[config.mk]
export PLATFORM = sky130hd
export DESIGN_NAME = addr_gen_2d
export DESIGN_NICKNAME = d
export VERILOG_FILES = /design/src/rtl/addr_gen_pkg.sv /design/src/rtl/addr_step.sv /design/src/rtl/addr_gen_2d.sv
export SDC_FILE = /design/constraint.sdc
export NUM_CORES = 1
export LEC_CHECK = 0
export ABC_CLOCK_PERIOD_IN_PS = 4800
export CAP_MARGIN = 20
export CORE_ASPECT_RATIO = 1.1
export CORE_MARGIN = 4
export CORE_UTILIZATION = 57
export CTS_BUF_LIST = sky130_fd_sc_hd__clkbuf_2
export CTS_CLUSTER_SIZE = 25
export DETAILED_ROUTE_END_ITERATION = 12
export PLACE_DENSITY = 0.82
export SLEW_MARGIN = 30
export SYNTH_ARGS = -nofsm -noshare
export SYNTH_HDL_FRONTEND = slang
export SYNTH_SLANG_ARGS = --single-unit
[constraint.sdc]
create_clock -name clk -period 4.8 [get_ports clk]
set_input_delay 0.96 -clock clk [delete_from_list [all_inputs] [get_ports clk]]
set_output_delay 0.96 -clock clk [all_outputs]
set_load 0.02 [all_outputs]
[src/rtl/addr_gen_pkg.sv]
// ---------------------------------------------------------------------------
// addr_gen_pkg
//   Shared types for the 2-D address generator.
//   - state_t : controller FSM states
//   - cfg_t   : frame configuration bundle (as presented on start)
//   - AG_*    : default widths and pixel size used by addr_gen_2d
// ---------------------------------------------------------------------------
package addr_gen_pkg;

   localparam int AG_ADDR_W    = 32;
   localparam int AG_DIM_W     = 10;
   localparam int AG_PIX_BYTES = 4;

   typedef enum logic [1:0] {
      IDLE = 2'd0,
      RUN  = 2'd1,
      FIN  = 2'd2
   } state_t;

   typedef struct packed {
      logic [AG_ADDR_W-1:0] start_addr;
      logic [AG_DIM_W-1:0]  img_width;
      logic [AG_DIM_W-1:0]  img_height;
      logic [AG_ADDR_W-1:0] line_stride;
      logic                 col_dir;
      logic                 row_dir;
   } cfg_t;

endpackage

[src/rtl/addr_step.sv]
// ---------------------------------------------------------------------------
// addr_step
//   Registered accumulator that either loads a value or steps by +/- a
//   magnitude. Load has priority over step.
//   Ports:
//     i_clk, i_n_rst   clock, synchronous active-low reset (value -> 0)
//     i_load           load i_load_val this cycle
//     i_load_val       value to load
//     i_en             step this cycle (ignored when i_load)
//     i_dir            0: add i_mag, 1: subtract i_mag
//     i_mag            step magnitude (unsigned)
//     o_val            current accumulator value
//     o_nxt            value after one step (o_val +/- i_mag, wrapped)
//     o_cy             carry/borrow out of the step (ADDR_GEN_OVF_EN only)
// ---------------------------------------------------------------------------
module addr_step #(
   parameter int W = 32
) (
   input  logic         i_clk,
   input  logic         i_n_rst,
   input  logic         i_load,
   input  logic [W-1:0] i_load_val,
   input  logic         i_en,
   input  logic         i_dir,
   input  logic [W-1:0] i_mag,
`ifdef ADDR_GEN_OVF_EN
   output logic         o_cy,
`endif
   output logic [W-1:0] o_val,
   output logic [W-1:0] o_nxt
);

   logic [W-1:0] r_val;
   logic [W:0]   w_sum;

   // One extra bit catches the carry on add and the borrow on subtract.
   always_comb begin
      if (i_dir) w_sum = {1'b0, r_val} - {1'b0, i_mag};
      else       w_sum = {1'b0, r_val} + {1'b0, i_mag};
   end

   always_ff @(posedge i_clk) begin
      if (!i_n_rst)    r_val <= '0;
      else if (i_load) r_val <= i_load_val;
      else if (i_en)   r_val <= w_sum[W-1:0];
   end

   assign o_val = r_val;
   assign o_nxt = w_sum[W-1:0];
`ifdef ADDR_GEN_OVF_EN
   assign o_cy  = w_sum[W];
`endif

endmodule

[src/rtl/addr_gen_2d.sv]
// ---------------------------------------------------------------------------
// addr_gen_2d
//   Emits one pixel address per valid/ready transfer across a
//   width x height window with programmable stride and independent
//   row/column direction (raster, mirror, flip, rotate-180).
//   Ports:
//     clk, n_rst                 clock, synchronous active-low reset
//     start, abort               begin frame (IDLE only) / drop frame
//     start_addr .. row_dir      frame configuration, sampled on start
//     addr_ready                 consumer handshake
//     addr, addr_valid           address stream
//     row_cnt, col_cnt           position of the current address
//     new_row, last              first pixel of row / final pixel of frame
//     busy, done                 frame in progress / completion pulse
//     addr_ovf                   sticky wrap flag (ADDR_GEN_OVF_EN only)
//   Optional feature macro: ADDR_GEN_OVF_EN
// ---------------------------------------------------------------------------
module addr_gen_2d
   import addr_gen_pkg::*;
#(
   parameter int ADDR_W    = AG_ADDR_W,
   parameter int DIM_W     = AG_DIM_W,
   parameter int PIX_BYTES = AG_PIX_BYTES
) (
   input  logic              clk,
   input  logic              n_rst,
   input  logic              start,
   input  logic              abort,
   input  logic [ADDR_W-1:0] start_addr,
   input  logic [DIM_W-1:0]  img_width,
   input  logic [DIM_W-1:0]  img_height,
   input  logic [ADDR_W-1:0] line_stride,
   input  logic              col_dir,
   input  logic              row_dir,
   input  logic              addr_ready,
   output logic [ADDR_W-1:0] addr,
   output logic              addr_valid,
   output logic [DIM_W-1:0]  row_cnt,
   output logic [DIM_W-1:0]  col_cnt,
   output logic              new_row,
   output logic              last,
   output logic              busy,
`ifdef ADDR_GEN_OVF_EN
   output logic              addr_ovf,
`endif
   output logic              done
);

   cfg_t              w_cfg;
   state_t            r_state;
   logic [DIM_W-1:0]  r_width, r_height, r_col, r_row;
   logic [ADDR_W-1:0] r_stride;
   logic              r_col_dir, r_row_dir;
   logic              r_valid, r_busy, r_new_row, r_last, r_done;

   logic              w_xfer, w_col_end, w_col_adv, w_row_adv;
   logic              w_size_ok, w_start_acc, w_start_ok;
   logic [ADDR_W-1:0] w_addr_val, w_addr_nxt, w_row_val, w_row_nxt;
   logic              w_unused_addr_nxt;

   assign w_cfg.start_addr  = AG_ADDR_W'(start_addr);
   assign w_cfg.img_width   = AG_DIM_W'(img_width);
   assign w_cfg.img_height  = AG_DIM_W'(img_height);
   assign w_cfg.line_stride = AG_ADDR_W'(line_stride);
   assign w_cfg.col_dir     = col_dir;
   assign w_cfg.row_dir     = row_dir;

   // abort cancels any transfer presented in the same cycle
   assign w_xfer      = r_valid & addr_ready & ~abort;
   assign w_col_end   = (r_col == r_width - DIM_W'(1));
   assign w_col_adv   = w_xfer & ~w_col_end;
   assign w_row_adv   = w_xfer & w_col_end & ~r_last;
   assign w_size_ok   = (w_cfg.img_width != '0) & (w_cfg.img_height != '0);
   assign w_start_acc = (r_state == IDLE) & start & ~abort;
   assign w_start_ok  = w_start_acc & w_size_ok;

`ifdef ADDR_GEN_OVF_EN
   logic w_addr_cy, w_row_cy, r_ovf;
`endif

   // Current address: steps along a row, reloads with the next row base at
   // the end of a row.
   addr_step #(.W(ADDR_W)) u_addr (
      .i_clk      (clk),
      .i_n_rst    (n_rst),
      .i_load     (w_start_ok | w_row_adv),
      .i_load_val (w_start_ok ? ADDR_W'(w_cfg.start_addr) : w_row_nxt),
      .i_en       (w_col_adv),
      .i_dir      (r_col_dir),
      .i_mag      (ADDR_W'(PIX_BYTES)),
`ifdef ADDR_GEN_OVF_EN
      .o_cy       (w_addr_cy),
`endif
      .o_val      (w_addr_val),
      .o_nxt      (w_addr_nxt)
   );

   // Row base: address of column 0 of the current row.
   addr_step #(.W(ADDR_W)) u_row (
      .i_clk      (clk),
      .i_n_rst    (n_rst),
      .i_load     (w_start_ok),
      .i_load_val (ADDR_W'(w_cfg.start_addr)),
      .i_en       (w_row_adv),
      .i_dir      (r_row_dir),
      .i_mag      (r_stride),
`ifdef ADDR_GEN_OVF_EN
      .o_cy       (w_row_cy),
`endif
      .o_val      (w_row_val),
      .o_nxt      (w_row_nxt)
   );

   // The column accumulator's look-ahead value has no consumer.
   assign w_unused_addr_nxt = ^{w_addr_nxt, w_row_val};

   always_ff @(posedge clk) begin
      if (!n_rst) begin
         r_state   <= IDLE;
         r_width   <= '0;
         r_height  <= '0;
         r_stride  <= '0;
         r_col_dir <= 1'b0;
         r_row_dir <= 1'b0;
         r_col     <= '0;
         r_row     <= '0;
         r_valid   <= 1'b0;
         r_busy    <= 1'b0;
         r_new_row <= 1'b0;
         r_last    <= 1'b0;
         r_done    <= 1'b0;
      end else begin
         r_done <= 1'b0;
         if (abort) begin
            r_state   <= IDLE;
            r_col     <= '0;
            r_row     <= '0;
            r_valid   <= 1'b0;
            r_busy    <= 1'b0;
            r_new_row <= 1'b0;
            r_last    <= 1'b0;
         end else begin
            case (r_state)
               IDLE: begin
                  if (start) begin
                     r_width   <= DIM_W'(w_cfg.img_width);
                     r_height  <= DIM_W'(w_cfg.img_height);
                     r_stride  <= ADDR_W'(w_cfg.line_stride);
                     r_col_dir <= w_cfg.col_dir;
                     r_row_dir <= w_cfg.row_dir;
                     r_col     <= '0;
                     r_row     <= '0;
                     if (w_size_ok) begin
                        r_state   <= RUN;
                        r_valid   <= 1'b1;
                        r_busy    <= 1'b1;
                        r_new_row <= 1'b1;
                        r_last    <= (w_cfg.img_width  == AG_DIM_W'(1)) &&
                                     (w_cfg.img_height == AG_DIM_W'(1));
                     end else begin
                        r_state <= FIN;
                     end
                  end
               end
               RUN: begin
                  if (w_xfer) begin
                     if (r_last) begin
                        r_state   <= FIN;
                        r_valid   <= 1'b0;
                        r_busy    <= 1'b0;
                        r_new_row <= 1'b0;
                        r_last    <= 1'b0;
                     end else if (w_col_end) begin
                        r_col     <= '0;
                        r_row     <= r_row + DIM_W'(1);
                        r_new_row <= 1'b1;
                        r_last    <= (r_width == DIM_W'(1)) &&
                                     (r_row + DIM_W'(1) == r_height - DIM_W'(1));
                     end else begin
                        r_col     <= r_col + DIM_W'(1);
                        r_new_row <= 1'b0;
                        r_last    <= (r_col + DIM_W'(1) == r_width - DIM_W'(1)) &&
                                     (r_row == r_height - DIM_W'(1));
                     end
                  end
               end
               FIN: begin
                  r_done  <= 1'b1;
                  r_state <= IDLE;
               end
               default: r_state <= IDLE;
            endcase
         end
      end
   end

`ifdef ADDR_GEN_OVF_EN
   // Sticky: any carry/borrow of either accumulator on an actual step.
   always_ff @(posedge clk) begin
      if (!n_rst)           r_ovf <= 1'b0;
      else if (w_start_acc) r_ovf <= 1'b0;
      else if ((w_col_adv & w_addr_cy) | (w_row_adv & w_row_cy))
                            r_ovf <= 1'b1;
   end
   assign addr_ovf = r_ovf;
`endif

   assign addr       = w_addr_val;
   assign addr_valid = r_valid;
   assign row_cnt    = r_row;
   assign col_cnt    = r_col;
   assign new_row    = r_new_row;
   assign last       = r_last;
   assign busy       = r_busy;
   assign done       = r_done;

endmodule

# == Yosys cells after proc, flatten, opt, wreduce, memory -nomap -nowiden ==
# Index checks and enable logic that the tools add are counted.
# word_totals
word_cells,104
out_inout_bits,57
regBits,144
# op_classes
bitwise,14
n_mux,37
addsub,8
n_reduce_logical,16
eq_ne,15
# op_table
op,n
32-bit two-way mux,7
10-bit two-way mux,7
10-bit equality test,4
10-bit one-hot mux with 2 select lines,2
32-bit by 3-bit adder with 32-bit output (second input constant),1
32-bit adder,1
32-bit by 3-bit subtractor with 32-bit output (second input constant),1
32-bit subtractor,1
10-bit by 1-bit equality test with 1-bit output (second input constant),3
10-bit by 1-bit adder with 10-bit output (second input constant),2
10-bit nonzero test,2
10-bit by 1-bit subtractor with 10-bit output (second input constant),2
1-bit two-way mux,13
2-bit inequality test (second input constant),6
5-bit AND reduction,2
1-bit AND,9
2-bit two-way mux,4
4-bit AND reduction,2
1-bit one-hot mux with 2 select lines,3
3-bit AND reduction,2
2-bit nonzero test,3
1-bit NOT,4
2-bit one-hot mux with 2 select lines,1
1-bit logical AND,3
5 further kinds,5

# == Depth between registers and ports, before layout ==
# depth
depth_word,7
depth_mapped,18
depth_no_buf,16

# == Modules after synthesis ==
# A second synthesis with hierarchy kept.
# hier_totals
hier_cells,1773
hier_area_um2,12879.9
# by_module_without_submodules
mod,instances,seq_area_each_um2,cells_each,area_each_um2
addr_gen_2d,1,1601.5,665,4971.0
addr_step (u_row),1,640.6,575,4051.4
addr_step (u_addr),1,640.6,533,3857.4

# == Least setup slack after synthesis ==
# Ideal clock, no wire load.
# synth_timing
path_type,register to register
startpoint,register r_stride[2]
endpoint,"register u_row.r_val[28], in the netlist u_row.o_val[28]"
setup_ns,0.092
path_stages_with_launch,19
arrival_ns,4.221
synth_period_minus_slack_ns,4.312
path_buffers,2
setup_slack_ns,0.488
cell_sequence,dfxtp_1 > or4_1 > nor3_1 > nand3b_1 > nor4_1 > a21oi_1 > xnor2_1 > ha_1 > clkbuf_1 > and4_1 > clkbuf_1 > a31oi_1 > o21a_1 > o21ai_0 > or3b_2 > a31oi_1 > xnor2_1 > nor2_1 > nor4_1
# synth_between
elab_chain_len,4
word_cells_on_any_way,5
cone_classes,add/sub: 2; mux: 3
# synth_lines
item,line,text
from (decl),addr_gen_2d.sv:52,logic [ADDR_W-1:0] r_stride;
from (signal assigned),addr_gen_2d.sv:148,r_stride <= ADDR_W'(w_cfg.line_stride);
32-bit adder / 32-bit subtractor (equally long branches),"addr_step.sv:39, addr_step.sv:38",
32-bit two-way mux (*),addr_step.sv:38,"if (i_dir) w_sum = {1'b0, r_val} - {1'b0, i_mag};"
32-bit two-way mux (*),addr_step.sv:45,else if (i_en) r_val <= w_sum[W-1:0];
32-bit two-way mux (*),addr_step.sv:44,else if (i_load) r_val <= i_load_val;
to (signal assigned),addr_step.sv:44,
to (signal assigned),addr_step.sv:45,
to (decl),addr_step.sv:33,logic [W-1:0] r_val;
# Every way passes the cells marked *; elsewhere a longest branch is shown, timed or not. The select of a mux whose other input is x is not followed.
# A chain may end at the register's enable or synchronous reset.

# == Worst setup path after layout ==
# Ends and elaborated chain as after synthesis.

==> impl_results.md <==
- Status: finished clean
- Die X: 137 um
- DRT iter0 DRCs: 649
- Fin Setup TNS: 0 ns
- Crit path depth: 17
- CP endpoint: u_row.o_val[28]
- Slew Limit Headroom: 0.336
- Antenna violations before repair: 1
- Crit path launch: r_stride[2]
- Top-area cell type share of the netlist area: 0.275
- Clock Skews: 0.0322 ns
- Cells after Synth: 1,407
- Final WL: 31,500 um
- Worst R2R Setup Slack: 0.41 ns
- Fin crit share: 0.914
- Core Box Area: 17,900 um^2
- CTS buffer count: 17
- Post-synth EDFFs: 0
- Die Height: 150 um
- Hold Fails Final Rpt: 0
- Crit path launch type: flop
- Fin. max-slew vios: 0
- Top Metal Used: met4
- Slowest-stage cell, CP: or4_1
- Crit-path max FO: 8
- Top area cells in the synthesized netlist: dfxtp_1 (27%), a21oi_1 (9.0%), ha_1 (7.8%), xnor2_1 (7.3%), nand2_1 (7.0%)
- Worst min path class: flop to flop
- Final antenna-violating net count: 0
- Min cycle time layout: 4.39 ns
- CTS Root Cell: clkbuf_2
- Vias in the first global route: 10,080
- Full die area: 20,600 um^2
- Critical Path Max Stage Delay: 0.62 ns
- Synth Register Bits: 144
- Vias: 10,732
- Synth unique cells: 77
- Clock Latency Late Sink: 0.77 ns
- Final setup violation count: 0
- Buf/Inv on CP: 2
- Reg2reg end: u_row.o_val[28]
- Worst-Margin Slew: 0.970 ns
- Mapped Area: 10,500 um^2
- Unrepaired setup endpoints after global routing: no
- Initial core utilization: 0.587
- Wire length on met1: 13,800 um
- Met3 wire len: 1850 um
- Fmax: 228 MHz
- Area delta synth->final: 17.7%
- I/O pin count: 148
- Met2 WL: 15,000 um
- PortBufs: 147
- DR WL/cell: 17.8 um
- FF-to-FF path depth: 17
- Final Core Density: 0.691
- Crit. End Element: flop
- WS Path Type: flop to flop
- Hold slack: 0.481 ns
- Yosys warning count: 0
- Global route overflow: 0
- First-pass GRT wire length: 50,600 um
- H-tree Lvls: 4
- Post-synth ARST share: 0
- CTS tree: built
- CTS max path bufs: 2
- Total power: 3.18 mW
- DRC viols: 0
- Max IR drop VDD: 0.160 mV
- Most instantiated library cell after synthesis: nand2_1
- All-Layer GR Usage: 0.304
- Most used flip-flop cell after synthesis: dfxtp_1
- Crit path cell chain: or4_1 -> nor4_1 -> buf_4 -> nor4b_2 -> buf_4 -> a21oi_1 -> xnor2_1 -> ha_1 -> a21o_1 -> a311oi_1 -> o21a_1 -> o21ai_0 -> or3b_2 -> a31oi_1 -> xnor2_1 -> nor2_1 -> nor4_1
- Largest net degree at the start of global routing: 57
- Via-to-Cell Ratio: 6.07
- Drt pass-1 iters: 6
- Clock slew at reported path FFs: 0.23 ns
- Mapped Nets: 1,565
- CP top delay family: simple AND/OR/NAND/NOR gates
- Clk sinks: 144
- P_leak: 4.83 nW
- Syn avg cell area: 7.45 um^2
- Crit path DAT: 5.05 ns
- Max-cap violations: 0
- Power Dens Cells: 257 nW/um^2
- CP required: 5.47 ns
- Ratio of cells with drive above 1 in the final layout: 0.0458
- Post-synth top area cell: dfxtp_1
- Register area share after synthesis: 0.275
- Cts hold-fix bufs: 0
- Filler cell count: 1,558
- GPL Wtd Cong: 0.973
- Net count, final: 1,673
- Reg2Reg Launch Point: r_stride[2]
- Post-synth top cells: nand2_1 (195), a21oi_1 (188), dfxtp_1 (144)
- Num rows: 51
- Post-DP HPWL: 24,200 um
==> metal layers <==
| metal | up-vias | GRT usage |
|---|---|---|
| met5 | - | 0 |
| met4 | 0 | 0.111 |
| met3 | 58 | 0.0388 |
| met2 | 387 | 0.513 |
| met1 | 5009 | 0.399 |
| li1 | 5278 | - |
==> tightest hold or removal path: stages (launching register included) <==
cell	delay [ns]
dfxtp_1	0.36
nand2_1	0.05
a21oi_1	0.06
==> power breakdown <==
part | switching, mW | internal (mW)
Clock | 0.479 | 0.191
Sequential | 0.0651 | 1.26
Combinational | 0.675 | 0.510
==> stage by stage <==
| stage | instance area (um^2) | cells | setup WS, ns |
|---|---|---|---|
| floorplan | 10500 | 1407 | 0.488 |
| global placement | 12100 | 1734 | 0.527 |
| detailed placement | 12100 | 1734 | 0.407 |
| CTS | 12300 | 1766 | 0.327 |
| global route | 12300 | 1768 | 0.0305 |
| finish | 12300 | 1768 | 0.414 |
==> registers in the layout (all words and copies together) (netlist names), 2 cells and up <==
register,cells
r_stride,32
u_addr.o_val,32
u_row.o_val,32
col_cnt,10
r_height,10
r_width,10
row_cnt,10
r_state,2
==> cell usage in the layout, fill, tap and decap left out, types with 6 or more instances in the layout <==
cell,synthesis,routed
a211o_1,9,9
a211oi_1,9,9
a21o_1,20,20
a21oi_1,188,188
a22oi_1,8,8
a31oi_1,31,31
and2_1,6,6
and3_1,20,20
buf_4,1,17
clkbuf_2,0,19
clkdlybuf4s50_1,0,147
dfxtp_1,144,144
ha_1,65,65
inv_1,29,28
nand2_1,195,195
nand2b_1,19,18
nand3_1,31,31
nand3b_1,7,7
nand4_1,11,11
nor2_1,115,114
nor2b_1,10,10
nor3_1,39,38
nor4_1,12,11
o211a_1,9,9
o211ai_1,10,10
o21a_1,10,10
o21ai_0,92,92
or3_1,11,11
xnor2_1,87,87
xor2_1,48,48
==> how the worst min path moves through the flow <==
stage | from | end | slack [ns] | cells past startpoint
detailed placement | u_addr.o_val[1] | u_addr.o_val[1] | 0.46 | 2
global route | u_row.o_val[29] | u_row.o_val[29] | 0.50 | 2
finish | u_addr.o_val[1] | u_addr.o_val[1] | 0.48 | 2
CTS | u_row.o_val[26] | u_row.o_val[26] | 0.48 | 2
floorplan | u_row.o_val[13] | u_row.o_val[13] | 0.44 | 2
global placement | u_addr.o_val[1] | u_addr.o_val[1] | 0.45 | 2
==> cell type report <==
cell class              instances  area (um^2)  area share
multi-input cells            1158         7220       0.585
flip-flops and latches        144         2880       0.233
repair buffers                165         1620       0.131
well taps                     238          298      0.0241
clock inverters                13          114     0.00922
inverters                      29          109     0.00882
clock buffers                  19         95.1     0.00770
diodes                          2         5.00    0.000405
==> cell families (layout without fill, tap and decap cells) <==
group,count (synthesis),after routing,synth area share
XOR/XNOR,136,136,0.115
buffers and inverters,105,226,0.0388
flip-flops,144,144,0.275
AO/OA/AOI/OAI,437,437,0.252
other,0,2,0
AND/OR/NAND/NOR,513,513,0.234
multiplexers,5,5,0.00477
adder cells (fa/ha/maj),67,67,0.0814
==> repair_timing <==
item                                    4_1_cts  5_1_grt
endpoints found under the setup margin        0        3
gates resized for setup                       0        2
buffers inserted                              0        0
(Power assumes the default switching activity.)
